===== config.mk =====
export PLATFORM = sky130hd
export DESIGN_NAME = alu_input_ctrl
export DESIGN_NICKNAME = d
export VERILOG_FILES = /design/src/rtl/alu_input_ctrl.sv
export SDC_FILE = /design/constraint.sdc
export NUM_CORES = 1
export LEC_CHECK = 0
export CORE_MARGIN = 4
export CORE_UTILIZATION = 44
export DETAILED_ROUTE_END_ITERATION = 7
export PLACE_DENSITY = 0.76
export SYNTH_ARGS = -nofsm -noshare
export SYNTH_HDL_FRONTEND = slang
export SYNTH_SLANG_ARGS = --single-unit
export TNS_END_PERCENT = 5

===== constraint.sdc =====
create_clock -name i_clk -period 1.7 [get_ports i_clk]
set_input_delay 0.34 -clock i_clk [delete_from_list [all_inputs] [get_ports i_clk]]
set_output_delay 0.34 -clock i_clk [all_outputs]
set_load 0.01 [all_outputs]

===== src/rtl/alu_input_ctrl.sv =====
// alu_input_ctrl: collects A, B and opcode from switches on button presses,
// drives an external combinational ALU and captures its result.
module alu_input_ctrl #(
    parameter int NB_DATA   = 8,
    parameter int NB_OPCODE = 6
) (
    input  logic                 i_clk,
    input  logic                 i_rst_n,
    input  logic [NB_DATA-1:0]   i_sw,
    input  logic                 i_btn_a,
    input  logic                 i_btn_b,
    input  logic                 i_btn_op,
    input  logic [NB_DATA-1:0]   i_alu_result,
    output logic [NB_DATA-1:0]   o_alu_op_1,
    output logic [NB_DATA-1:0]   o_alu_op_2,
    output logic [NB_OPCODE-1:0] o_alu_opcode,
    output logic [NB_DATA-1:0]   o_result,
    output logic                 o_result_valid,
    output logic                 o_error,
    output logic [2:0]           o_state
);

    typedef enum logic [2:0] {
        WAIT_A  = 3'd0,
        WAIT_B  = 3'd1,
        WAIT_OP = 3'd2,
        EXEC    = 3'd3,
        SHOW    = 3'd4,
        ERR     = 3'd5
    } state_t;

    localparam logic [NB_OPCODE-1:0] OP_ADD = NB_OPCODE'(8'h20);
    localparam logic [NB_OPCODE-1:0] OP_SUB = NB_OPCODE'(8'h22);
    localparam logic [NB_OPCODE-1:0] OP_AND = NB_OPCODE'(8'h24);
    localparam logic [NB_OPCODE-1:0] OP_OR  = NB_OPCODE'(8'h25);
    localparam logic [NB_OPCODE-1:0] OP_XOR = NB_OPCODE'(8'h26);
    localparam logic [NB_OPCODE-1:0] OP_SRA = NB_OPCODE'(8'h03);
    localparam logic [NB_OPCODE-1:0] OP_SRL = NB_OPCODE'(8'h02);
    localparam logic [NB_OPCODE-1:0] OP_NOR = NB_OPCODE'(8'h27);

    function automatic logic is_legal(input logic [NB_OPCODE-1:0] op);
        case (op)
            OP_ADD, OP_SUB, OP_AND, OP_OR,
            OP_XOR, OP_SRA, OP_SRL, OP_NOR: return 1'b1;
            default:                        return 1'b0;
        endcase
    endfunction

    // Button bit order: [0]=A, [1]=B, [2]=OP
    logic [2:0] btn_now;
    logic [2:0] btn_hist;
    logic [2:0] btn_pulse;

    state_t               state_q, state_next;
    logic [NB_DATA-1:0]   op_1_q, op_1_next;
    logic [NB_DATA-1:0]   op_2_q, op_2_next;
    logic [NB_OPCODE-1:0] opcode_q, opcode_next;
    logic [NB_DATA-1:0]   result_q, result_next;
    logic                 valid_q, valid_next;
    logic                 error_q, error_next;

    assign btn_now = {i_btn_op, i_btn_b, i_btn_a};

    // Edge detection: one registered pulse per press. History resets to 1 so a
    // button held through reset release must be released before it counts.
    always_ff @(posedge i_clk or negedge i_rst_n) begin
        if (!i_rst_n) begin
            btn_hist  <= '1;
            btn_pulse <= '0;
        end else begin
            // NOTE: non-blocking so pulse uses the previous-edge history, not the value written here.
            btn_pulse <= btn_now & ~btn_hist;
            btn_hist  <= btn_now;
        end
    end

    // State and datapath registers.
    always_ff @(posedge i_clk or negedge i_rst_n) begin
        if (!i_rst_n) begin
            state_q  <= WAIT_A;
            op_1_q   <= '0;
            op_2_q   <= '0;
            opcode_q <= '0;
            result_q <= '0;
            valid_q  <= 1'b0;
            error_q  <= 1'b0;
        end else begin
            state_q  <= state_next;
            op_1_q   <= op_1_next;
            op_2_q   <= op_2_next;
            opcode_q <= opcode_next;
            result_q <= result_next;
            valid_q  <= valid_next;
            error_q  <= error_next;
        end
    end

    // Next-state and register-update logic; pulses for other buttons are ignored.
    always_comb begin
        // NOTE: every target gets a hold default first so no path infers a latch.
        state_next  = state_q;
        op_1_next   = op_1_q;
        op_2_next   = op_2_q;
        opcode_next = opcode_q;
        result_next = result_q;
        valid_next  = valid_q;
        error_next  = error_q;
        case (state_q)
            WAIT_A, SHOW, ERR: begin
                if (btn_pulse[0]) begin
                    op_1_next  = i_sw;
                    valid_next = 1'b0;
                    error_next = 1'b0;
                    state_next = WAIT_B;
                end
            end
            WAIT_B: begin
                if (btn_pulse[1]) begin
                    op_2_next  = i_sw;
                    state_next = WAIT_OP;
                end
            end
            WAIT_OP: begin
                if (btn_pulse[2]) begin
                    if (is_legal(i_sw[NB_OPCODE-1:0])) begin
                        opcode_next = i_sw[NB_OPCODE-1:0];
                        state_next  = EXEC;
                    end else begin
                        error_next = 1'b1;
                        state_next = ERR;
                    end
                end
            end
            EXEC: begin
                result_next = i_alu_result;
                valid_next  = 1'b1;
                state_next  = SHOW;
            end
            default: state_next = WAIT_A;
        endcase
    end

    assign o_alu_op_1     = op_1_q;
    assign o_alu_op_2     = op_2_q;
    assign o_alu_opcode   = opcode_q;
    assign o_result       = result_q;
    assign o_result_valid = valid_q;
    assign o_error        = error_q;
    assign o_state        = state_q;

endmodule

==> summary.txt <==
register area share after synthesis: 0.639
aggregate negative setup slack: 0 ns
Wirelength per Cell: 15.0 um
cell class contributing the biggest share of worst-path delay: buffers and inverters
CTS root buf: clkbuf_8
remaining global-route overflow: 0
synthesized net count: 124
critical path cell sequence: clkdlybuf4s50_1 -> nand2b_1 -> a22o_1 -> and3_2 -> mux2_4
relative contribution of the clock network to total power: 0.197
Die Outline Area: 4690 um2
n_diodes: 0
total of fill cells in the finished design: 241
highest ir drop seen on vdd: 810 uV
clock buffer count from CTS: 5
status: complete, no violations
iteration-0 DRC count of the detailed router: 46
final cycle utilization of the critical path: 0.960
Net Switching: 1.07 mW
post-synth top area share: 0.590
routability cong.: 0.799
peak per-stage delay on the critical path: 0.46 ns
H-tree depth: 2
Post-route DRC: 0
power density over cell area: 1610 nW/um2
Port Buffer Count: 55
Core Region: 3440 um2
number of max-cap violations: 0
fraction of final layout cells sized beyond drive strength 1: 0.331
area added between synthesis and finish: 51.9%
number of instances in the synthesized netlist: 103
Static Leak: 1.11 nW
Post-DP HPWL: 2.59 mm
Row Count: 21
starting density of the core: 0.468
capturing point of the worst reg2reg path: o_alu_op_1[5]
Total Power: 3.93 mW
synthesis-stage register bit count: 41
post-detailed-routing wire length: 3.35 mm
endpoint class of the critical path: flip-flop
NumNets Final: 198
fraction of power consumed by combinational cells: 0.406
sort of element at the start of the critical path: input pin
global-route usage over all layers: 0.156
source-to-sink clock delay at the later pin of the worst-skew pair: 0.28 ns
max-slew headroom at the worst pin: 0.746
height of the die: 68.5 um
worst min-delay path category: in2async
fraction of power consumed by sequential logic: 0.397
clock transition at the registers of the reported paths: 0.07 ns
ranking of synthesized cells by area: dfrtp_1 (59%), mux2_2 (11%), mux2_4 (11%), dfstp_2 (4.9%), nor2b_1 (1.9%)
Netlist Area Pre-Place: 1610 um2
most instantiated flip-flop cell in the synthesis netlist: dfrtp_1
time the final worst path needs with I/O delays and setup: 1.63 ns
Clock Sinks: 41
width of the die: 68.5 um
RSZ-0062 raised after global routing: no
Bufs and invs on worst path: 1
internal power consumption: 2.87 mW
Data arrival, critical path: 1.80 ns
number of buffers on the longest clock path: 2
R2R setup slack: 0.09 ns
first-pass GRT wire length: 5.26 mm
Max Slew Vio Count: 0
synthesized area per cell: 15.6 um2
library cell occupying the most area in the post-synthesis netlist: dfrtp_1
count of vias placed by the detailed router: 1095
slew at the pin closest to its max-slew limit: 0.380 ns
remaining antenna violation count after routing: 0
CTS Hold Bufs: 0
worst-path maximum fanout: 5
cell types with the highest counts after synthesis: dfrtp_1 (38), mux2_2 (16), mux2_4 (12)
achievable frequency: 0.613 GHz
YS warnings: 0
count of final hold-check violations: 0
CP Class: in2reg
dominant cell by count in the synthesized netlist: dfrtp_1
Setup violations, final: 0
Register-to-Register Path Depth: 4
count of flip-flops with a built-in enable after synthesis: 0
DRT Pass-1 Iters: 4
critical path's slowest cell: clkdlybuf4s50_1
initial antenna violation count: 0
vias in the first global route: 1151
switch share: 0.272
Worst Clk Skew: 0.00501 ns
detailed-route vias per instance: 4.89
Worst R2R Start: o_state[0]
number of library cell types mapped by synthesis: 22
fraction of synthesis flops using an asynchronous set or reset pin: 1.00
largest net degree at the start of global routing: 42
data required time at the worst endpoint: 1.87 ns
TritonCTS clock tree: yes
top-level port count: 56
worst max-delay path by stage:
stage / start / end / slack, ns / cells after the start
final: i_sw[2] / o_alu_opcode[5] / 0.07 / 5
after global routing: o_state[2] / o_state[2] / 0.02 / 1
after CTS: o_state[2] / o_state[2] / 0.004 / 1
after detailed placement: i_sw[2] / o_alu_opcode[5] / -0.24 / 5
after global placement: i_sw[2] / o_alu_opcode[1] / -0.17 / 5
after floorplan: o_state[0] / o_alu_op_1[0] / 0.18 / 4
repair_timing:
action / CTS / global route
resized for setup: 1 / 3
buffers inserted: 0 / 0
setup endpoints to repair: 1 / 6
endpoints found under the hold margin: 0 / 0
pin swaps: 0 / 0
worst reg2reg max path, cell delays in order (launching register included):
cell and delay (ns):
dfrtp_1 0.43, nor2b_2 0.19, or3b_1 0.38, buf_4 0.20
mux2_4 0.31
cell families after synthesis:
kind of cell | after synthesis | share of synthesized area
compound gates | 7 | 0.0318
buf+inv | 3 | 0.0171
flops | 41 | 0.639
mux | 28 | 0.224
simple gates | 24 | 0.0885
cell type report:
type	count	area, um2	share of cell area
timing repair buffer	70	686	0.280
sequential	41	1030	0.422
multi-input combinational	59	556	0.227
clock inverter	1	30.0	0.0123
tap	46	57.6	0.0235
clock buffer	7	86.3	0.0353
placed cells by master (no fill, tap or decap), types with 2 or more instances in the layout:
| cell | netlist | routed |
|---|---|---|
| mux2_4 | 12 | 12 |
| clkdlybuf4s50_1 | 0 | 53 |
| buf_4 | 0 | 13 |
| nor2_1 | 3 | 3 |
| buf_12 | 0 | 2 |
| dfstp_2 | 3 | 3 |
| dfrtp_1 | 38 | 36 |
| clkbuf_8 | 0 | 6 |
| nand3b_1 | 2 | 2 |
| dfrtp_2 | 0 | 2 |
| a21o_1 | 2 | 2 |
| a22o_1 | 2 | 2 |
| nand2b_1 | 2 | 2 |
| nor2b_1 | 5 | 5 |
| mux2_2 | 16 | 16 |
| nand2_1 | 6 | 6 |
sequential cells by signal (all words and copies together) (netlist names):
register and cells:
o_result_valid 1, o_alu_op_1 8, btn_hist 3, o_alu_op_2 8, btn_pulse 3, o_alu_opcode 6
o_result 8, o_error 1, o_state 3
routing by layer:
layer / GRT usage / wire (um)
met5: 0 / 0
met4: 0.0571 / 33
met3: 0.0648 / 317
met2: 0.259 / 1690
met1: 0.180 / 1310
power by group through the flow:
| stage | clock [mW] | sequential [mW] | combinational, mW |
|---|---|---|---|
| finish | 0.776 | 1.56 | 1.60 |
| global route | 0.855 | 1.60 | 1.71 |
| CTS | 0.807 | 1.57 | 1.62 |
| detailed placement | 0 | 1.58 | 1.61 |
| global placement | 0 | 1.55 | 1.58 |
| floorplan | 0 | 1.71 | 0.528 |
metrics by stage:
stage,cells,utilization,setup slack (ns),cell area [um2],hold WS (ns)
after floorplan,103,-,0.181,1610,0.0444
after global placement,216,0.675,-0.174,2320,0.326
after detailed placement,216,0.675,-0.244,2320,0.327
after CTS,224,0.710,0.00446,2440,0.0145
after global routing,224,0.711,0.0189,2450,0.0104
final,224,0.711,0.0675,2450,0.0177
Power figures use the tool's default switching activity.
